[src/rtl/draw_paddles_pkg.sv]
// Shared constants and types for the paddle overlay stage.
//   - Screen geometry (active area) for the video timing in use.
//   - Default paddle geometry.
//   - 12-bit RGB pixel type and a span-membership helper.
package draw_paddles_pkg;

  localparam int unsigned SCR_H_ACTIVE = 1024;
  localparam int unsigned SCR_V_ACTIVE = 768;

  localparam int unsigned PAD_WIDTH  = 10;
  localparam int unsigned PAD_LENGTH = 80;
  localparam int unsigned PAD_XPOS_L = 50;
  localparam int unsigned PAD_XPOS_R = 963;

  typedef logic [11:0] rgb_t;

  // True when p lies in [lo, lo+len). Evaluated at 12 bits so that
  // lo+len cannot wrap for any 11-bit coordinate plus paddle size.
  function automatic logic in_span(input logic [11:0] p,
                                   input logic [11:0] lo,
                                   input logic [11:0] len);
    return (p >= lo) && (p < (lo + len));
  endfunction

endpackage

[src/rtl/draw_paddles_paddle_state.sv]
// Per-paddle state: frame-latched, clamped y position and flash counter.
// Ports:
//   clk_i, rst_i  : clock, synchronous active-high reset
//   fe_i          : frame edge strobe (rising edge of vblnk)
//   hit_i         : single-cycle hit pulse, (re)loads the flash counter
//   y_pos_i       : requested paddle top line, any value
//   y_o           : latched, clamped paddle top line (12 bits)
//   flash_o       : high while the flash counter is nonzero
module draw_paddles_paddle_state
  import draw_paddles_pkg::*;
#(
  parameter int unsigned LENGTH       = PAD_LENGTH,
  parameter int unsigned V_ACTIVE     = SCR_V_ACTIVE,
  parameter int unsigned FLASH_FRAMES = 8,
  parameter int unsigned POS_W        = 11
) (
  input  logic             clk_i,
  input  logic             rst_i,
  input  logic             fe_i,
  input  logic             hit_i,
  input  logic [POS_W-1:0] y_pos_i,
  output logic [11:0]      y_o,
  output logic             flash_o
);

  localparam logic [POS_W:0] Y_MAX    = (POS_W+1)'(V_ACTIVE - LENGTH);
  localparam logic [11:0]    Y_RST    = 12'((V_ACTIVE - LENGTH) / 2);
  localparam logic [7:0]     FLASH_LD = 8'(FLASH_FRAMES);

  logic [11:0] y_q, y_d;
  logic [7:0]  cnt_q, cnt_d;
  logic [POS_W:0] y_ext;

  assign y_ext = {1'b0, y_pos_i};

  always_comb begin
    y_d   = y_q;
    cnt_d = cnt_q;
    if (fe_i) begin
      y_d = (y_ext > Y_MAX) ? 12'(Y_MAX) : 12'(y_ext);
    end
    // A hit coinciding with a frame edge loads without decrementing.
    if (hit_i) begin
      cnt_d = FLASH_LD;
    end else if (fe_i && (cnt_q != '0)) begin
      cnt_d = cnt_q - 8'd1;
    end
  end

  always_ff @(posedge clk_i) begin
    if (rst_i) begin
      y_q   <= Y_RST;
      cnt_q <= '0;
    end else begin
      y_q   <= y_d;
      cnt_q <= cnt_d;
    end
  end

  assign y_o     = y_q;
  assign flash_o = (cnt_q != '0);

endmodule

[src/rtl/draw_paddles.sv]
// Overlays a left and a right paddle on the pixel stream, two-stage pipeline.
// Ports:
//   pclk, rst                  : pixel clock, synchronous active-high reset
//   hcount_in, vcount_in       : raster position
//   hsync/vsync/hblnk/vblnk_in : timing strobes
//   rgb_in                     : upstream pixel colour
//   y_pos_l, y_pos_r           : requested paddle top lines (latched per frame)
//   hit_l, hit_r               : ball-hit pulses, start the flash colour
//   color, flash_color         : normal and flash paddle colours
//   *_out                      : all inputs delayed by 2 cycles, rgb composited
module draw_paddles
  import draw_paddles_pkg::*;
#(
  parameter int unsigned WIDTH        = PAD_WIDTH,
  parameter int unsigned LENGTH       = PAD_LENGTH,
  parameter int unsigned XPOS_L       = PAD_XPOS_L,
  parameter int unsigned XPOS_R       = PAD_XPOS_R,
  parameter int unsigned V_ACTIVE     = SCR_V_ACTIVE,
  parameter int unsigned FLASH_FRAMES = 8,
  parameter int unsigned POS_W        = 11
) (
  input  logic             pclk,
  input  logic             rst,
  input  logic [10:0]      hcount_in,
  input  logic [10:0]      vcount_in,
  input  logic             hsync_in,
  input  logic             vsync_in,
  input  logic             hblnk_in,
  input  logic             vblnk_in,
  input  logic [11:0]      rgb_in,
  input  logic [POS_W-1:0] y_pos_l,
  input  logic [POS_W-1:0] y_pos_r,
  input  logic             hit_l,
  input  logic             hit_r,
  input  logic [11:0]      color,
  input  logic [11:0]      flash_color,
  output logic [10:0]      hcount_out,
  output logic [10:0]      vcount_out,
  output logic             hsync_out,
  output logic             vsync_out,
  output logic             hblnk_out,
  output logic             vblnk_out,
  output logic [11:0]      rgb_out
);

  logic        vblnk_d_q;
  logic        fe;
  logic [11:0] y_l, y_r;
  logic        flash_l, flash_r;
  logic        in_l, in_r;

  // Stage 1
  logic [10:0] s1_hcount_q, s1_vcount_q;
  logic [3:0]  s1_sync_q;
  rgb_t        s1_rgb_q;
  logic        s1_in_l_q, s1_in_r_q;

  // Stage 2 (output register)
  logic [10:0] s2_hcount_q, s2_vcount_q;
  logic [3:0]  s2_sync_q;
  rgb_t        s2_rgb_q, s2_rgb_d;

  assign fe = vblnk_in & ~vblnk_d_q;

  draw_paddles_paddle_state #(
    .LENGTH       (LENGTH),
    .V_ACTIVE     (V_ACTIVE),
    .FLASH_FRAMES (FLASH_FRAMES),
    .POS_W        (POS_W)
  ) u_state_l (
    .clk_i   (pclk),
    .rst_i   (rst),
    .fe_i    (fe),
    .hit_i   (hit_l),
    .y_pos_i (y_pos_l),
    .y_o     (y_l),
    .flash_o (flash_l)
  );

  draw_paddles_paddle_state #(
    .LENGTH       (LENGTH),
    .V_ACTIVE     (V_ACTIVE),
    .FLASH_FRAMES (FLASH_FRAMES),
    .POS_W        (POS_W)
  ) u_state_r (
    .clk_i   (pclk),
    .rst_i   (rst),
    .fe_i    (fe),
    .hit_i   (hit_r),
    .y_pos_i (y_pos_r),
    .y_o     (y_r),
    .flash_o (flash_r)
  );

  always_comb begin
    in_l = in_span({1'b0, vcount_in}, y_l, 12'(LENGTH)) &&
           in_span({1'b0, hcount_in}, 12'(XPOS_L), 12'(WIDTH));
    in_r = in_span({1'b0, vcount_in}, y_r, 12'(LENGTH)) &&
           in_span({1'b0, hcount_in}, 12'(XPOS_R), 12'(WIDTH));
  end

  // Flash state is sampled here, at stage 2, not carried with the pixel.
  always_comb begin
    s2_rgb_d = s1_rgb_q;
    if (s1_in_l_q) begin
      s2_rgb_d = flash_l ? flash_color : color;
    end else if (s1_in_r_q) begin
      s2_rgb_d = flash_r ? flash_color : color;
    end
  end

  always_ff @(posedge pclk) begin
    if (rst) begin
      vblnk_d_q   <= 1'b0;
      s1_hcount_q <= '0;
      s1_vcount_q <= '0;
      s1_sync_q   <= '0;
      s1_rgb_q    <= '0;
      s1_in_l_q   <= 1'b0;
      s1_in_r_q   <= 1'b0;
      s2_hcount_q <= '0;
      s2_vcount_q <= '0;
      s2_sync_q   <= '0;
      s2_rgb_q    <= '0;
    end else begin
      vblnk_d_q   <= vblnk_in;
      s1_hcount_q <= hcount_in;
      s1_vcount_q <= vcount_in;
      s1_sync_q   <= {hsync_in, vsync_in, hblnk_in, vblnk_in};
      s1_rgb_q    <= rgb_in;
      s1_in_l_q   <= in_l;
      s1_in_r_q   <= in_r;
      s2_hcount_q <= s1_hcount_q;
      s2_vcount_q <= s1_vcount_q;
      s2_sync_q   <= s1_sync_q;
      s2_rgb_q    <= s2_rgb_d;
    end
  end

  assign hcount_out = s2_hcount_q;
  assign vcount_out = s2_vcount_q;
  assign {hsync_out, vsync_out, hblnk_out, vblnk_out} = s2_sync_q;
  assign rgb_out    = s2_rgb_q;

endmodule

[config.mk]
export PLATFORM = sky130hd
export DESIGN_NAME = draw_paddles
export DESIGN_NICKNAME = d
export VERILOG_FILES = /design/src/rtl/draw_paddles_pkg.sv /design/src/rtl/draw_paddles_paddle_state.sv /design/src/rtl/draw_paddles.sv
export SDC_FILE = /design/constraint.sdc
export NUM_CORES = 1
export LEC_CHECK = 0
export ABC_CLOCK_PERIOD_IN_PS = 2800
export BUFFER_PORTS_ARGS = -buffer_cell sky130_fd_sc_hd__buf_2
export CELL_PAD_IN_SITES_DETAIL_PLACEMENT = 2
export CELL_PAD_IN_SITES_GLOBAL_PLACEMENT = 2
export CORE_MARGIN = 1
export CORE_UTILIZATION = 25
export DETAILED_ROUTE_END_ITERATION = 10
export PLACE_DENSITY = 0.6
export SLEW_MARGIN = 20
export SYNTH_ARGS = -nofsm -noshare
export SYNTH_HDL_FRONTEND = slang
export SYNTH_HIERARCHICAL = 1
export SYNTH_SLANG_ARGS = --single-unit
export TNS_END_PERCENT = 10
[constraint.sdc]
create_clock -name pclk -period 2.8 [get_ports pclk]
set_input_delay 0.7 -clock pclk [delete_from_list [all_inputs] [get_ports pclk]]
set_output_delay 0.7 -clock pclk [all_outputs]
set_load 0.05 [all_outputs]
==> results of run 1 <==
## metrics by stage
step           std cells  power (mW)  setup WS [ps]
6_report            1011        4.62            466
5_1_grt             1011        4.84            240
4_1_cts             1011        4.69            419
3_5_place_dp         979        2.53            439
3_3_place_gp         979        2.50            470
2_1_floorplan        593        2.27            794
## registers in the layout, indices dropped and copies added, names as in the netlist
signal	flops
s2_sync_q	4
s1_in_r_q	1
u_state_l/cnt_q	8
s1_hcount_q	11
rgb_out	12
hcount_out	11
u_state_r/cnt_q	8
vcount_out	11
u_state_l/y_o	11
s1_in_l_q	1
s1_vcount_q	11
s1_sync_q	4
s1_rgb_q	12
u_state_r/y_o	11
## final timing paths
kind	from	end	depth (start not counted)
worst max-delay path	u_state_l/y_o[4]	s1_in_l_q	8
worst min-delay path	s1_vcount_q[0]	vcount_out[0]	1
worst max register to register	u_state_l/y_o[4]	s1_in_l_q	8
worst min register to register	s1_vcount_q[0]	vcount_out[0]	1
## cells in the final DEF (no fill, tap or decap), types with 6 or more instances in the layout
cell type	n
nor2_1	51
a21oi_1	46
buf_2	124
nand3_1	10
o211ai_1	9
o21ai_0	15
xnor2_1	9
inv_1	29
a211oi_1	23
nor3_1	11
nand2_1	33
clkinvlp_4	6
dfxtp_1	116
mux2i_1	28
clkbuf_16	17
ha_1	42
buf_4	9
nor2b_1	68
## power by group through the flow
stage / clock (mW) / combinational (mW) / sequential [mW]
4_1_cts: 2.19 / 0.729 / 1.78
5_1_grt: 2.26 / 0.791 / 1.78
6_report: 2.13 / 0.714 / 1.78
2_1_floorplan: 0 / 0.398 / 1.87
3_5_place_dp: 0 / 0.723 / 1.81
3_3_place_gp: 0 / 0.690 / 1.81
## cells by family (layout without fill, tap and decap cells)
logic type | after synthesis | after routing
compound gates | 124 | 124
mux | 28 | 28
simple gates | 214 | 214
other cells | 2 | 2
fa+ha+maj | 42 | 42
buf+inv | 55 | 198
xor+xnor | 12 | 12
flops | 116 | 116
## metal layers
metal / share of wire [%] / vias to the layer above / routed length, um
met5: 0 / - / 0
met2: 49 / 109 / 8290
met4: 1.8 / 0 / 306
li1: - / 2347 / -
met3: 4.6 / 24 / 793
met1: 45 / 2352 / 7710
## cell type report
| cell class | count | area share (%) |
|---|---|---|
| sequential | 116 | 33.3 |
| clock inverter | 15 | 2.12 |
| tap | 275 | 4.94 |
| timing repair buffer | 133 | 9.88 |
| inverter | 33 | 1.78 |
| clock buffer | 17 | 6.11 |
| multi-input combinational | 422 | 41.8 |
## worst max-delay path: stages, from the launching register on
cell and delay [ps]:
dfxtp_1 470, ha_1 270, o21ai_0 130, xnor2_1 160
ha_1 320, nand4_1 160, a2111oi_2 320, a211oi_1 120
o221a_1 270
==> metrics, run 1 <==
commonest cells in the netlist=116 x dfxtp_1, 68 x nor2b_1, 51 x nor2_1; compound-cell area share of the yosys netlist=15.1%; Max-Cap Viols=0; register area=2320 um2; result of the run=complete, no violations; Die Height=150 um; Adder-Cell Fraction of Synth Area=9.62%; Mapped Cells=593; post-layout minimum cycle time=2330 ps; largest family of logic cells by synthesized area=simple AND/OR/NAND/NOR gates; CTS H-tree lvls=4; DP Wirelength=13200 um; Synth Area in Simple Gates=21.4%; initial core utilization=25.7%; I/O pin total=126; IO buf count=125; total number of vias=4832; global route total overflow=0; Most Used Layer, Global Route=met2; unrepaired setup endpoints after global routing=no; top-count cell post-synth=dfxtp_1; Final Cycle Share=83.3%; normalized max-slew margin=35.1%; met2 Use GR=27.1%; vias per cell=4.78; Switch Pwr=1.36 mW; Post-DP Area=6390 um2; CP arrival=2640 ps; hold_ws=432 ps; Inserted Diodes=0; Post-CTS Resized=0; fmax=428 MHz; sum of negative setup slack=0 ps; Seq pwr share=38.5%; largest net degree at the start of global routing=65; utilization after layout=32.8%; CTS tree=built; synthesis-to-layout area growth=27.6%; power share of the clock group=46.1%; CP startpoint kind=flip-flop; CTS Hold Bufs=0; fin nets=853; filler cell count=2395; pwr dens=663 nW/um2; WL per Instance=16.9 um; Crit Path Class=flip-flop to flip-flop; first-pass GRT wire length=27000 um; initial antenna violation count=0; CTS buffer count=17; DR iter-0 viols=90; Worst Skew=8.64 ps; Die Wd=150 um; Max clock buf depth=2; Placer Congestion=0.808; share of post-route cells with drive strength above 1=24.7%; area leader, netlist=dfxtp_1; Synth Area in XOR/XNOR=1.92%; CTS Root Cell=clkbuf_16; final antenna-violating net count=0; sw frac=29.6%; Max Slew Vio Count=0; Worst EP required=3110 ps; syn_nets=723; Hold Path Class=flip-flop to flip-flop; Yosys cell types=53; Mapped Avg Cell Area=9.21 um2; Post-CTS Setup Inserts=0; final hold vios=0; synthesized area=5460 um2; Max VDD drop=0.369 mV; top cell type's share of synthesized area=42.5%; worst-path maximum fanout=5; DRC viols=0; area of the multi-input gates=2920 um2; GR Util met1=19.1%; EDFF count, synth=0; Finished Cell Area=6970 um2; Slew @ Worst Pin=972 ps; number of global-route vias before repair=5190; clk sinks=116; insertion delay to the later sink of the worst-skew pair=420 ps; Setup crit end kind=flip-flop; global-route usage over all layers=15.8%; clk slew on worst S/H paths=60 ps; post-synthesis mux area share=5.13%; Final setup viols=0; Top FF cell, synth=dfxtp_1; flops & latches, synth=116; Die Area=22400 um2; Post-synth ARST share=0%; r2r setup slk=470 ps; Yosys warning total=6; met3 Use GR=3.26%; Synth area leaders=dfxtp_1 43%, ha_1 9.6%, nor2b_1 7.8%; P_leak=3.05 nW; DRT Pass-1 Iters=4; Comb power frac=15.5%; Seq/Total Area, Yosys=42.5%; Core Rows=53; cell internal pwr=3.25 mW; final WL=17100 um; Core ar.=21200 um2
Power figures use the tool's default switching activity.
==> run 2: changes to the inputs <==
ABC_CLOCK_PERIOD_IN_PS = 2400   (was 2800)
clock period = 2.4 ns   (was 2.8 ns; I/O delays follow)
==> run 2 against run 1 <==
  * Cell area is 1.3% higher
  * Largest power group unchanged
  * Global-route usage is 0.096 points higher
  * Combinational power is 19% higher
  * Critical path type unchanged
  * Cell count is 0.59% higher
  * Hold slack worse by 35 ps
  * Wire length is 0.30% lower
  * Maximum frequency is 2.3% higher
  * Clock skew hardly changed
  * Non-clock buffer count is 6 higher
  * Critical endpoint is now s1_in_r_q
  * Sequential share of layout area is 0.41 points lower
==> metrics, run 2 (synthesis gave the netlist of run 1 again) <==
result of the run=complete, no violations; r2r setup slk=120 ps (-350 ps); IO buf count=125 (unchanged); post-layout minimum cycle time=2280 ps (-51.4 ps); normalized max-slew margin=41.4% (+6.3 points); Comb power frac=15.4% (about the same); hold_ws=397 ps (-34.7 ps); global route total overflow=0 (unchanged); final WL=17100 um (-0.30%); most common cell after layout, fill and taps aside=buf_2; Post-CTS Setup Inserts=0 (unchanged); Placer Congestion=0.798 (-1.3%); CP arrival=2580 ps (-60 ps); hold wc startpoint=hsync_in; Core ar.=21200 um2 (unchanged); DR iter-0 viols=125 (+39%); unrepaired setup endpoints after global routing=no; Seq pwr share=37.5% (-1.0 points); WL per Instance=16.8 um (-0.89%); pwr dens=781 nW/um2 (+18%); Slew @ Worst Pin=877 ps (-94.9 ps); vias per cell=4.76 (-0.45%); total power=5.51 mW (+19%); Max VDD drop=0.439 mV (+19%); initial core utilization=25.7% (unchanged); clk sinks=116 (unchanged); Worst Skew=8.95 ps (+0.305 ps); Final setup viols=0 (unchanged); fmax=438 MHz (+2.3%); cell depth of the worst hold path=2 (+1); Post-DP Area=6450 um2 (+0.90%); CTS buffer count=17 (unchanged); Die Area=22400 um2 (unchanged); Inserted Diodes=0 (unchanged); r2r startpoint=u_state_r/y_o[4]; Finished Cell Area=7050 um2 (+1.3%); cell internal pwr=3.91 mW (+20%); Worst EP required=2700 ps (-410 ps); Hold Path End=s1_sync_q[3]; insertion delay to the later sink of the worst-skew pair=420 ps (about the same); Die Wd=150 um (unchanged); global-route usage over all layers=15.9% (+0.096 points); clk slew on worst S/H paths=60 ps (about the same); final hold vios=0 (unchanged); largest net degree at the start of global routing=106 (+63%); final antenna-violating net count=0 (unchanged); Max clock buf depth=2 (unchanged); worst-path maximum fanout=5 (unchanged); Worst R2R Path Depth=8 (unchanged); area of the multi-input gates=2920 um2 (+0.21%); synthesis-to-layout area growth=29.2%; I/O pin total=126 (unchanged); Max-Cap Viols=0 (unchanged); FF-to-FF End=s1_in_r_q; Die Height=150 um (unchanged); Max Slew Vio Count=0 (unchanged); DRT Pass-1 Iters=4 (unchanged); fin nets=859 (+0.70%); Switch Pwr=1.60 mW (+17%); Setup crit end kind=flip-flop; register area=2320 um2 (unchanged); CTS Root Cell=clkbuf_16; Hold Path Class=input port to flip-flop; total number of vias=4839 (+0.14%); commonest non-fill, non-tap cells in the layout=124 x buf_2, 116 x dfxtp_1, 68 x nor2b_1; Crit Path Class=flip-flop to flip-flop; DRC viols=0 (unchanged); CTS H-tree lvls=4 (unchanged); sw frac=29.0% (-0.53 points); initial antenna violation count=0 (unchanged); filler cell count=2387 (-0.33%); CTS tree=built; power share of the clock group=47.1% (+1.0 points); CP startpoint kind=flip-flop; CTS Hold Bufs=0 (unchanged); Core Rows=53 (unchanged); Final Cycle Share=95.1% (+12 points); number of global-route vias before repair=5297 (+2.1%); share of post-route cells with drive strength above 1=25.5% (+0.74 points); sum of negative setup slack=0 ps (unchanged); first-pass GRT wire length=27100 um (+0.61%); utilization after layout=33.2% (+0.41 points); DP Wirelength=13000 um (-1.4%); P_leak=3.11 nW (+1.8%)
-- run 2: cell types whose count changed in the layout (fill, tap and decap cells not counted), sizes merged --
cell,previous run,this run
clkinvlp,6,4
buf,133,139
bufinv,1,2
clkinv,4,5
-- run 2: power by group through the flow --
stage,sequential [mW],clock [mW],combinational (mW)
global placement,2.10,0,0.820
floorplan,2.18,0,0.465
finish,2.07,2.59,0.850
CTS,2.07,2.67,0.864
global route,2.08,2.76,0.943
detailed placement,2.11,0,0.857
-- run 2: timing repair --
action                     4_1_cts  5_1_grt
setup endpoints to repair        0       13
hold endpoints to repair         0        0
resized for setup                0        2
-- run 2: area by class of cell --
class	instances	share of cell area, %
repair buffers	139	10.6
clock inverters	15	2.43
clock buffers	17	6.03
well taps	275	4.88
flip-flops and latches	116	32.9
inverters	33	1.76
multi-input cells	422	41.4
-- run 2: metal layers --
layer / share of wire (%) / track usage [%] / vias up
met2: 48 / 26.6 / 111
li1: - / - / 2356
met3: 3.8 / 2.71 / 24
met1: 46 / 19.9 / 2348
met4: 2.2 / 7.17 / 0
met5: 0 / 0 / -
-- run 2: critical path, stage by stage, from the launching register on --
cell and delay, ps:
dfxtp_1 360, ha_1 260, o21ai_0 230, xnor2_1 120, ha_1 320, nand4_1 130
a2111oi_1 490, a211o_1 190, a221oi_2 60
-- run 2: metrics by stage --
step | setup slack [ps] | instances
3_5_place_dp | 35.1 | 985
3_3_place_gp | 229 | 985
5_1_grt | 7.01 | 1017
2_1_floorplan | 489 | 593
4_1_cts | 23.0 | 1017
6_report | 118 | 1017
-- run 2: worst max path at each step --
stage | slack, ps | from | end | cells after the start
6_report | 120 | u_state_r/y_o[4] | s1_in_r_q | 8
5_1_grt | 7 | u_state_r/y_o[4] | s1_in_r_q | 8
4_1_cts | 20 | u_state_r/cnt_q[0] | rgb_out[11] | 9
3_5_place_dp | 40 | u_state_r/cnt_q[0] | rgb_out[5] | 9
3_3_place_gp | 230 | vblnk_in | u_state_r/cnt_q[3] | 6
2_1_floorplan | 490 | u_state_r/y_o[4] | s1_in_r_q | 8
